`src/rtl/raster_focal_mean_stream_pkg.sv`:
```
// Shared constants and helpers for the raster 2x2 focal-mean stream block.
package rfm_pkg;

  typedef enum logic {
    MODE_TRUNC = 1'b0,
    MODE_ROUND = 1'b1
  } mode_e;

  // Counter width for a raster dimension; never narrower than one bit.
  function automatic int unsigned cnt_w(input int unsigned dim);
    return (dim > 1) ? $clog2(dim) : 1;
  endfunction

endpackage

```
`src/rtl/raster_focal_mean_stream_if.sv`:
```
// Pixel-in / mean-out stream handshake bundle for raster_focal_mean_stream.
interface raster_focal_mean_stream_if #(
  parameter int unsigned PIX_W = 4
);

  logic             mode;
  logic             in_valid;
  logic             in_ready;
  logic             in_sof;
  logic [PIX_W-1:0] in_data;
  logic             out_valid;
  logic             out_ready;
  logic [PIX_W-1:0] out_data;
  logic             out_last;

  modport master (
    output mode, in_valid, in_sof, in_data, out_ready,
    input  in_ready, out_valid, out_data, out_last
  );

  modport slave (
    input  mode, in_valid, in_sof, in_data, out_ready,
    output in_ready, out_valid, out_data, out_last
  );

endinterface

```
`src/rtl/raster_focal_mean_stream_line_buffer.sv`:
```
// One-row pixel delay line; the tap is the pixel accepted IMG_W transfers ago.
module rfm_line_buffer #(
  parameter int unsigned PIX_W = 4,
  parameter int unsigned IMG_W = 8
) (
  input  logic             clk,
  input  logic             en,
  input  logic [PIX_W-1:0] din,
  output logic [PIX_W-1:0] tap
);

  logic [IMG_W*PIX_W-1:0] sr_q;
  logic [IMG_W*PIX_W-1:0] sr_d;

  always_comb begin
    sr_d = sr_q;
    if (en) begin
      sr_d = {sr_q[(IMG_W-1)*PIX_W-1:0], din};
    end
  end

  // Contents deliberately not reset: row 0 never emits, so stale data is harmless.
  always_ff @(posedge clk) begin
    sr_q <= sr_d;
  end

  assign tap = sr_q[IMG_W*PIX_W-1 -: PIX_W];

endmodule

```
`src/rtl/raster_focal_mean_stream.sv`:
```
// Streaming 2x2 focal mean over a raster frame, truncating or round-half-up.
module raster_focal_mean_stream
  import rfm_pkg::*;
#(
  parameter int unsigned PIX_W = 4,
  parameter int unsigned IMG_W = 8,
  parameter int unsigned IMG_H = 8
) (
  input logic                        clk,
  input logic                        rst,
  raster_focal_mean_stream_if.slave  bus
);

  localparam int unsigned CW = cnt_w(IMG_W);
  localparam int unsigned RW = cnt_w(IMG_H);
  localparam logic [CW-1:0] COL_MAX = CW'(IMG_W - 1);
  localparam logic [RW-1:0] ROW_MAX = RW'(IMG_H - 1);

  logic [CW-1:0]    col_q, col_d;
  logic [RW-1:0]    row_q, row_d;
  logic [PIX_W-1:0] prev_q, prev_d;
  logic [PIX_W-1:0] diag_q, diag_d;
  logic [PIX_W-1:0] out_data_q, out_data_d;
  logic             out_valid_q, out_valid_d;
  logic             out_last_q, out_last_d;

  logic             in_ready;
  logic             in_xfer;
  logic [CW-1:0]    cur_col;
  logic [RW-1:0]    cur_row;
  logic             emit;
  logic             is_last;
  logic [PIX_W-1:0] tap;
  logic [PIX_W+1:0] sum;
  logic [PIX_W+2:0] sum_rnd;
  logic [PIX_W:0]   rnd;
  logic [PIX_W-1:0] mean_trunc;
  logic [PIX_W-1:0] mean_round;
  logic [PIX_W-1:0] mean;
  mode_e            mode_sel;

  assign in_ready = !out_valid_q || bus.out_ready;
  assign in_xfer  = bus.in_valid && in_ready;

  rfm_line_buffer #(
    .PIX_W (PIX_W),
    .IMG_W (IMG_W)
  ) u_line_buffer (
    .clk (clk),
    .en  (in_xfer),
    .din (bus.in_data),
    .tap (tap)
  );

  // in_sof forces the current pixel to (0,0) whatever the counters hold.
  always_comb begin
    cur_col = bus.in_sof ? '0 : col_q;
    cur_row = bus.in_sof ? '0 : row_q;
    emit    = (cur_col != '0) && (cur_row != '0);
    is_last = (cur_col == COL_MAX) && (cur_row == ROW_MAX);
  end

  // Window: diag = P(r-1,c-1), tap = P(r-1,c), prev = P(r,c-1), in_data = P(r,c).
  always_comb begin
    mode_sel   = mode_e'(bus.mode);
    sum        = {2'b00, diag_q} + {2'b00, tap} + {2'b00, prev_q} + {2'b00, bus.in_data};
    sum_rnd    = {1'b0, sum} + (PIX_W+3)'(2);
    rnd        = (PIX_W+1)'(sum_rnd >> 2);
    mean_trunc = sum[PIX_W+1:2];
    mean_round = rnd[PIX_W] ? '1 : rnd[PIX_W-1:0];
    mean       = (mode_sel == MODE_ROUND) ? mean_round : mean_trunc;
  end

  always_comb begin
    col_d  = col_q;
    row_d  = row_q;
    prev_d = prev_q;
    diag_d = diag_q;
    if (in_xfer) begin
      prev_d = bus.in_data;
      diag_d = tap;
      if (cur_col == COL_MAX) begin
        col_d = '0;
        row_d = (cur_row == ROW_MAX) ? '0 : cur_row + RW'(1);
      end else begin
        col_d = cur_col + CW'(1);
        row_d = cur_row;
      end
    end
  end

  // A qualifying transfer reloads the register even while the old value drains.
  always_comb begin
    out_valid_d = out_valid_q;
    out_data_d  = out_data_q;
    out_last_d  = out_last_q;
    if (in_xfer && emit) begin
      out_valid_d = 1'b1;
      out_data_d  = mean;
      out_last_d  = is_last;
    end else if (bus.out_ready) begin
      out_valid_d = 1'b0;
    end
  end

  always_ff @(posedge clk) begin
    if (rst) begin
      col_q       <= '0;
      row_q       <= '0;
      prev_q      <= '0;
      diag_q      <= '0;
      out_valid_q <= 1'b0;
      out_data_q  <= '0;
      out_last_q  <= 1'b0;
    end else begin
      col_q       <= col_d;
      row_q       <= row_d;
      prev_q      <= prev_d;
      diag_q      <= diag_d;
      out_valid_q <= out_valid_d;
      out_data_q  <= out_data_d;
      out_last_q  <= out_last_d;
    end
  end

  assign bus.in_ready  = in_ready;
  assign bus.out_valid = out_valid_q;
  assign bus.out_data  = out_data_q;
  assign bus.out_last  = out_last_q;

endmodule

```
`src/flat_wrapper.sv`:
```
// flat-port wrapper written by rule: the top's interface ports become plain ports
module raster_focal_mean_stream_flat import rfm_pkg::*;
#(
  parameter int unsigned PIX_W = 4,
  parameter int unsigned IMG_W = 8,
  parameter int unsigned IMG_H = 8
)
  (clk, rst, bus_mode, bus_in_valid, bus_in_sof, bus_in_data, bus_out_ready, bus_in_ready, bus_out_valid, bus_out_data, bus_out_last);
  raster_focal_mean_stream_if #(.PIX_W(PIX_W)) bus_i ();
  input logic clk;
  input logic rst;
  input wire logic [$bits(bus_i.mode)-1:0] bus_mode;
  input wire logic [$bits(bus_i.in_valid)-1:0] bus_in_valid;
  input wire logic [$bits(bus_i.in_sof)-1:0] bus_in_sof;
  input wire logic [$bits(bus_i.in_data)-1:0] bus_in_data;
  input wire logic [$bits(bus_i.out_ready)-1:0] bus_out_ready;
  output wire logic [$bits(bus_i.in_ready)-1:0] bus_in_ready;
  output wire logic [$bits(bus_i.out_valid)-1:0] bus_out_valid;
  output wire logic [$bits(bus_i.out_data)-1:0] bus_out_data;
  output wire logic [$bits(bus_i.out_last)-1:0] bus_out_last;
  assign bus_i.mode = bus_mode;
  assign bus_i.in_valid = bus_in_valid;
  assign bus_i.in_sof = bus_in_sof;
  assign bus_i.in_data = bus_in_data;
  assign bus_i.out_ready = bus_out_ready;
  assign bus_in_ready = bus_i.in_ready;
  assign bus_out_valid = bus_i.out_valid;
  assign bus_out_data = bus_i.out_data;
  assign bus_out_last = bus_i.out_last;
  raster_focal_mean_stream #(.PIX_W(PIX_W), .IMG_W(IMG_W), .IMG_H(IMG_H)) u_core (.clk(clk), .rst(rst), .bus(bus_i));
endmodule
```
`config.mk`:
```
export PLATFORM = sky130hd
export DESIGN_NAME = raster_focal_mean_stream_flat
export DESIGN_NICKNAME = d
export VERILOG_FILES = /design/src/rtl/raster_focal_mean_stream_pkg.sv /design/src/rtl/raster_focal_mean_stream_if.sv /design/src/rtl/raster_focal_mean_stream_line_buffer.sv /design/src/rtl/raster_focal_mean_stream.sv /design/src/flat_wrapper.sv
export SDC_FILE = /design/constraint.sdc
export NUM_CORES = 1
export LEC_CHECK = 0
export CAP_MARGIN = 40
export CORE_UTILIZATION = 52
export DETAILED_ROUTE_END_ITERATION = 8
export DONT_BUFFER_PORTS = 1
export PLACE_DENSITY = 0.7
export SYNTH_ARGS = -nofsm -noshare
export SYNTH_HDL_FRONTEND = slang
export SYNTH_SLANG_ARGS = --single-unit
```
`constraint.sdc`:
```
create_clock -name clk -period 3.3 [get_ports clk]
set_clock_uncertainty 0.1 [all_clocks]
set_input_delay 0.165 -clock clk [delete_from_list [all_inputs] [get_ports clk]]
set_output_delay 0.165 -clock clk [all_outputs]
set_load 0.005 [all_outputs]
```
==> metrics.md <==
| Metric | Value |
|---|---|
| Status | `finished, violations left` |
| Failing checks | `setup timing` |
| Post-synthesis sequential area ratio | `59.1%` |
| DR top layer | `met4` |
| Initial antenna violation count | `0` |
| Met3 routed WL | `124 um` |
| Hold Path Depth | `4` |
| First-pass GRT wire length | `6470 um` |
| Area leader, netlist | `edfxtp_1` |
| Routed wl met2 | `2030 um` |
| Area taken by multi-input logic gates | `912 um^2` |
| DIE AREA | `0.00470 mm^2` |
| Synth top area cells | `edfxtp_1 (42%), dfxtp_1 (17%), ha_1 (8.7%)` |
| Residual DRC count | `0` |
| Slowest stage delay, CP | `0.55 ns` |
| Die height | `68.5 um` |
| Max transition margin | `57.4%` |
| Final min period | `3.33 ns` |
| Max Root-Sink Buffers | `2` |
| Port Buf Inserts | `0` |
| Maximum fanout along the worst path | `3` |
| Pleak | `1.10 nW` |
| Final Hold Vio Count | `0` |
| Fillcell total | `323` |
| Vias per Instance | `5.51` |
| Cell with the most instances after synthesis | `edfxtp_1` |
| Post-Layout Cell Count | `255` |
| CP arrival | `3.47 ns` |
| DR WL/cell | `15.5 um` |
| Yosys top cell area share | `41.7%` |
| Worst Tran Pin Value | `0.636 ns` |
| DR iter-0 viols | `63` |
| Clock Sink Count | `52` |
| GRT Overall Usage | `19.5%` |
| Routed WL | `3950 um` |
| Max-slew violation count | `0` |
| ANT cells | `0` |
| Initial core utilization | `55.9%` |
| Area Overhead vs Synth | `13.8%` |
| R2R cell count | `13` |
| Crit path buffers/inverters | `4` |
| Class of the most critical setup path | `reg2reg` |
| Syn Nets | `219` |
| Setup violations, final | `3` |
| Final core utilization | `63.7%` |
| Nets | `235` |
| TritonRoute pass-1 iters | `4` |
| Worst-path clk slew | `0.09 ns` |
| Clock insertion delay at the later pin of the skew report | `0.30 ns` |
| Largest net degree at the start of global routing | `31` |
| Async set or reset register ratio after synthesis | `0%` |
| RSZ-0062 raised after global routing | `true` |
| Synth cell types | `34` |
| GPL Wtd Cong | `0.796` |
| Top Family by Delay on Critical Path | `adder cells` |
| Critical path required time | `3.44 ns` |
| TritonCTS Buffers | `5` |
| Dpl hpwl | `2580 um` |
| FMAX | `300 MHz` |
| Seq cells post-synth | `52` |
| Post-route ant nets | `0` |
| Dominant synthesized flop cell | `edfxtp_1` |
| Vias post-DR | `1,404` |
| Ys Warns | `0` |
| Cell Rows | `23` |
| Max-Cap Viols | `0` |
| Tightest Hold Check Type | `in2reg` |
| Met1 Routed Length | `1710 um` |
| Cells after synthesis | `188` |
| Core area | `0.00412 mm^2` |
| CP max-delay cell | `fa_2` |
| Critical Path End Type | `flip-flop` |
| CTS Root Cell | `clkbuf_8` |
| EDFF count, synth | `32` |
| Vias in the first global route | `1,446` |
| H-tree depth | `2` |
| Post-synth top cells | `edfxtp_1 (32), nand2_1 (23), dfxtp_1 (20)` |
| Worst setup margin | `-0.0282 ns` |
| Setup TNS | `-0.0551 ns` |
| Die span in x | `68.5 um` |
| Global route overflow | `0` |
| Ratio of cells with drive above 1 in the final layout | `15.6%` |
| Crit path cell chain | `ha_2 -> fa_1 -> inv_1 -> fa_1 -> inv_1 -> ha_2 -> inv_2 -> fa_2 -> inv_2 -> ha_4 -> and3_4 -> or2_4 -> a21oi_2` |
| Netlist Area Pre-Place | `0.00230 mm^2` |
| CTS tree | `built` |
| Critical path launch point type | `flip-flop` |
| Synthesized area per cell | `12.2 um^2` |
| Final period util | `101%` |
| I/O pins | `17` |
| Register area | `0.00136 mm^2` |
| Hold WS | `0.0466 ns` |
| Power Dens Cells | `509 mW/mm^2` |
| Max IR drop VDD | `0.000237 V` |
| Levels on crit path | `13` |
| Dpl cells | `235` |
flip-flops by register name, summed over array words and instances (netlist names):
register,count
u_core.bus.out_data,4
u_core.col_q,3
u_core.bus.out_last,1
u_core.bus.out_valid,1
u_core.row_q,3
u_core.u_line_buffer.sr_q,32
u_core.diag_q,4
u_core.prev_q,4
tightest hold or removal path: stages:
cell     delay (ns)
nand2_1        0.03
o21ai_0        0.07
a22oi_1        0.06
nor2_1         0.08
cell usage in the layout (no fill, tap or decap), drive strengths merged, types with 2 or more instances in the layout:
master	netlist	final
dlygate4sd3	0	11
nand2b	8	8
a32oi	2	2
a211oi	2	2
ha	16	16
xnor2	3	3
nor2b	4	4
clkbuf	3	6
o21bai	3	3
a21o	5	5
buf	1	2
edfxtp	32	32
nor3b	2	2
nand3	2	2
fa	5	5
nor2	6	6
nand2	23	23
and3	3	3
dfxtp	20	20
o21ai	3	3
a21oi	18	18
inv	20	20
repair_timing:
item | CTS | global route
pin swaps | 10 | 3
resized for setup | 12 | 2
buffers inserted | 1 | 0
hold buffers | 11 | 0
cloned | 0 | 0
endpoints found under the setup margin | 3 | 4
endpoints found under the hold margin | 24 | 0
power breakdown:
part	switching [mW]	internal, mW
Sequential	0.0122	0.724
Combinational	0.140	0.120
Clock	0.190	0.147
layer usage:
| metal | track usage, % | vias up |
|---|---|---|
| met2 | 32.8 | 24 |
| met5 | 0 | - |
| met4 | 9.38 | 0 |
| met3 | 5.10 | 9 |
| met1 | 23.0 | 690 |
| li1 | - | 681 |
final timing paths:
kind	start	endpoint	slack (ns)
worst max-delay path	u_core.u_line_buffer.sr_q[28]	u_core.bus.out_data[1]	-0.03
worst min-delay path	bus_in_sof	u_core.row_q[0]	0.05
worst max register to register	u_core.u_line_buffer.sr_q[28]	u_core.bus.out_data[1]	-0.03
worst min register to register	u_core.u_line_buffer.sr_q[1]	u_core.u_line_buffer.sr_q[5]	0.33
layout make-up:
cell class	count	area share, %
Clock buffer	6	2.77
Clock inverter	2	0.430
Inverter	20	2.87
Multi-Input combinational cell	112	34.8
Sequential cell	52	52.0
Tap cell	50	2.39
Timing Repair Buffer	13	4.78
cell families after synthesis:
kind of cell | after synthesis | synth area share [%]
AOI/OAI and AO/OA | 37 | 10.2
xor gates and xnor gates | 4 | 1.52
adders and majority gates | 21 | 13.0
buffers and inverters | 24 | 3.97
DFF | 52 | 59.1
and+or+nand+nor | 50 | 12.1
stage by stage:
step,power (mW),setup WS [ns],instance area [um^2]
after CTS,1.33,0.00136,2610
final,1.33,-0.0282,2620
after global routing,1.40,-0.154,2620
after floorplan,0.898,0.0307,2300
after detailed placement,0.937,-0.171,2360
after global placement,0.922,-0.0571,2360
No activity file was read; power rests on OpenSTA's default activity.
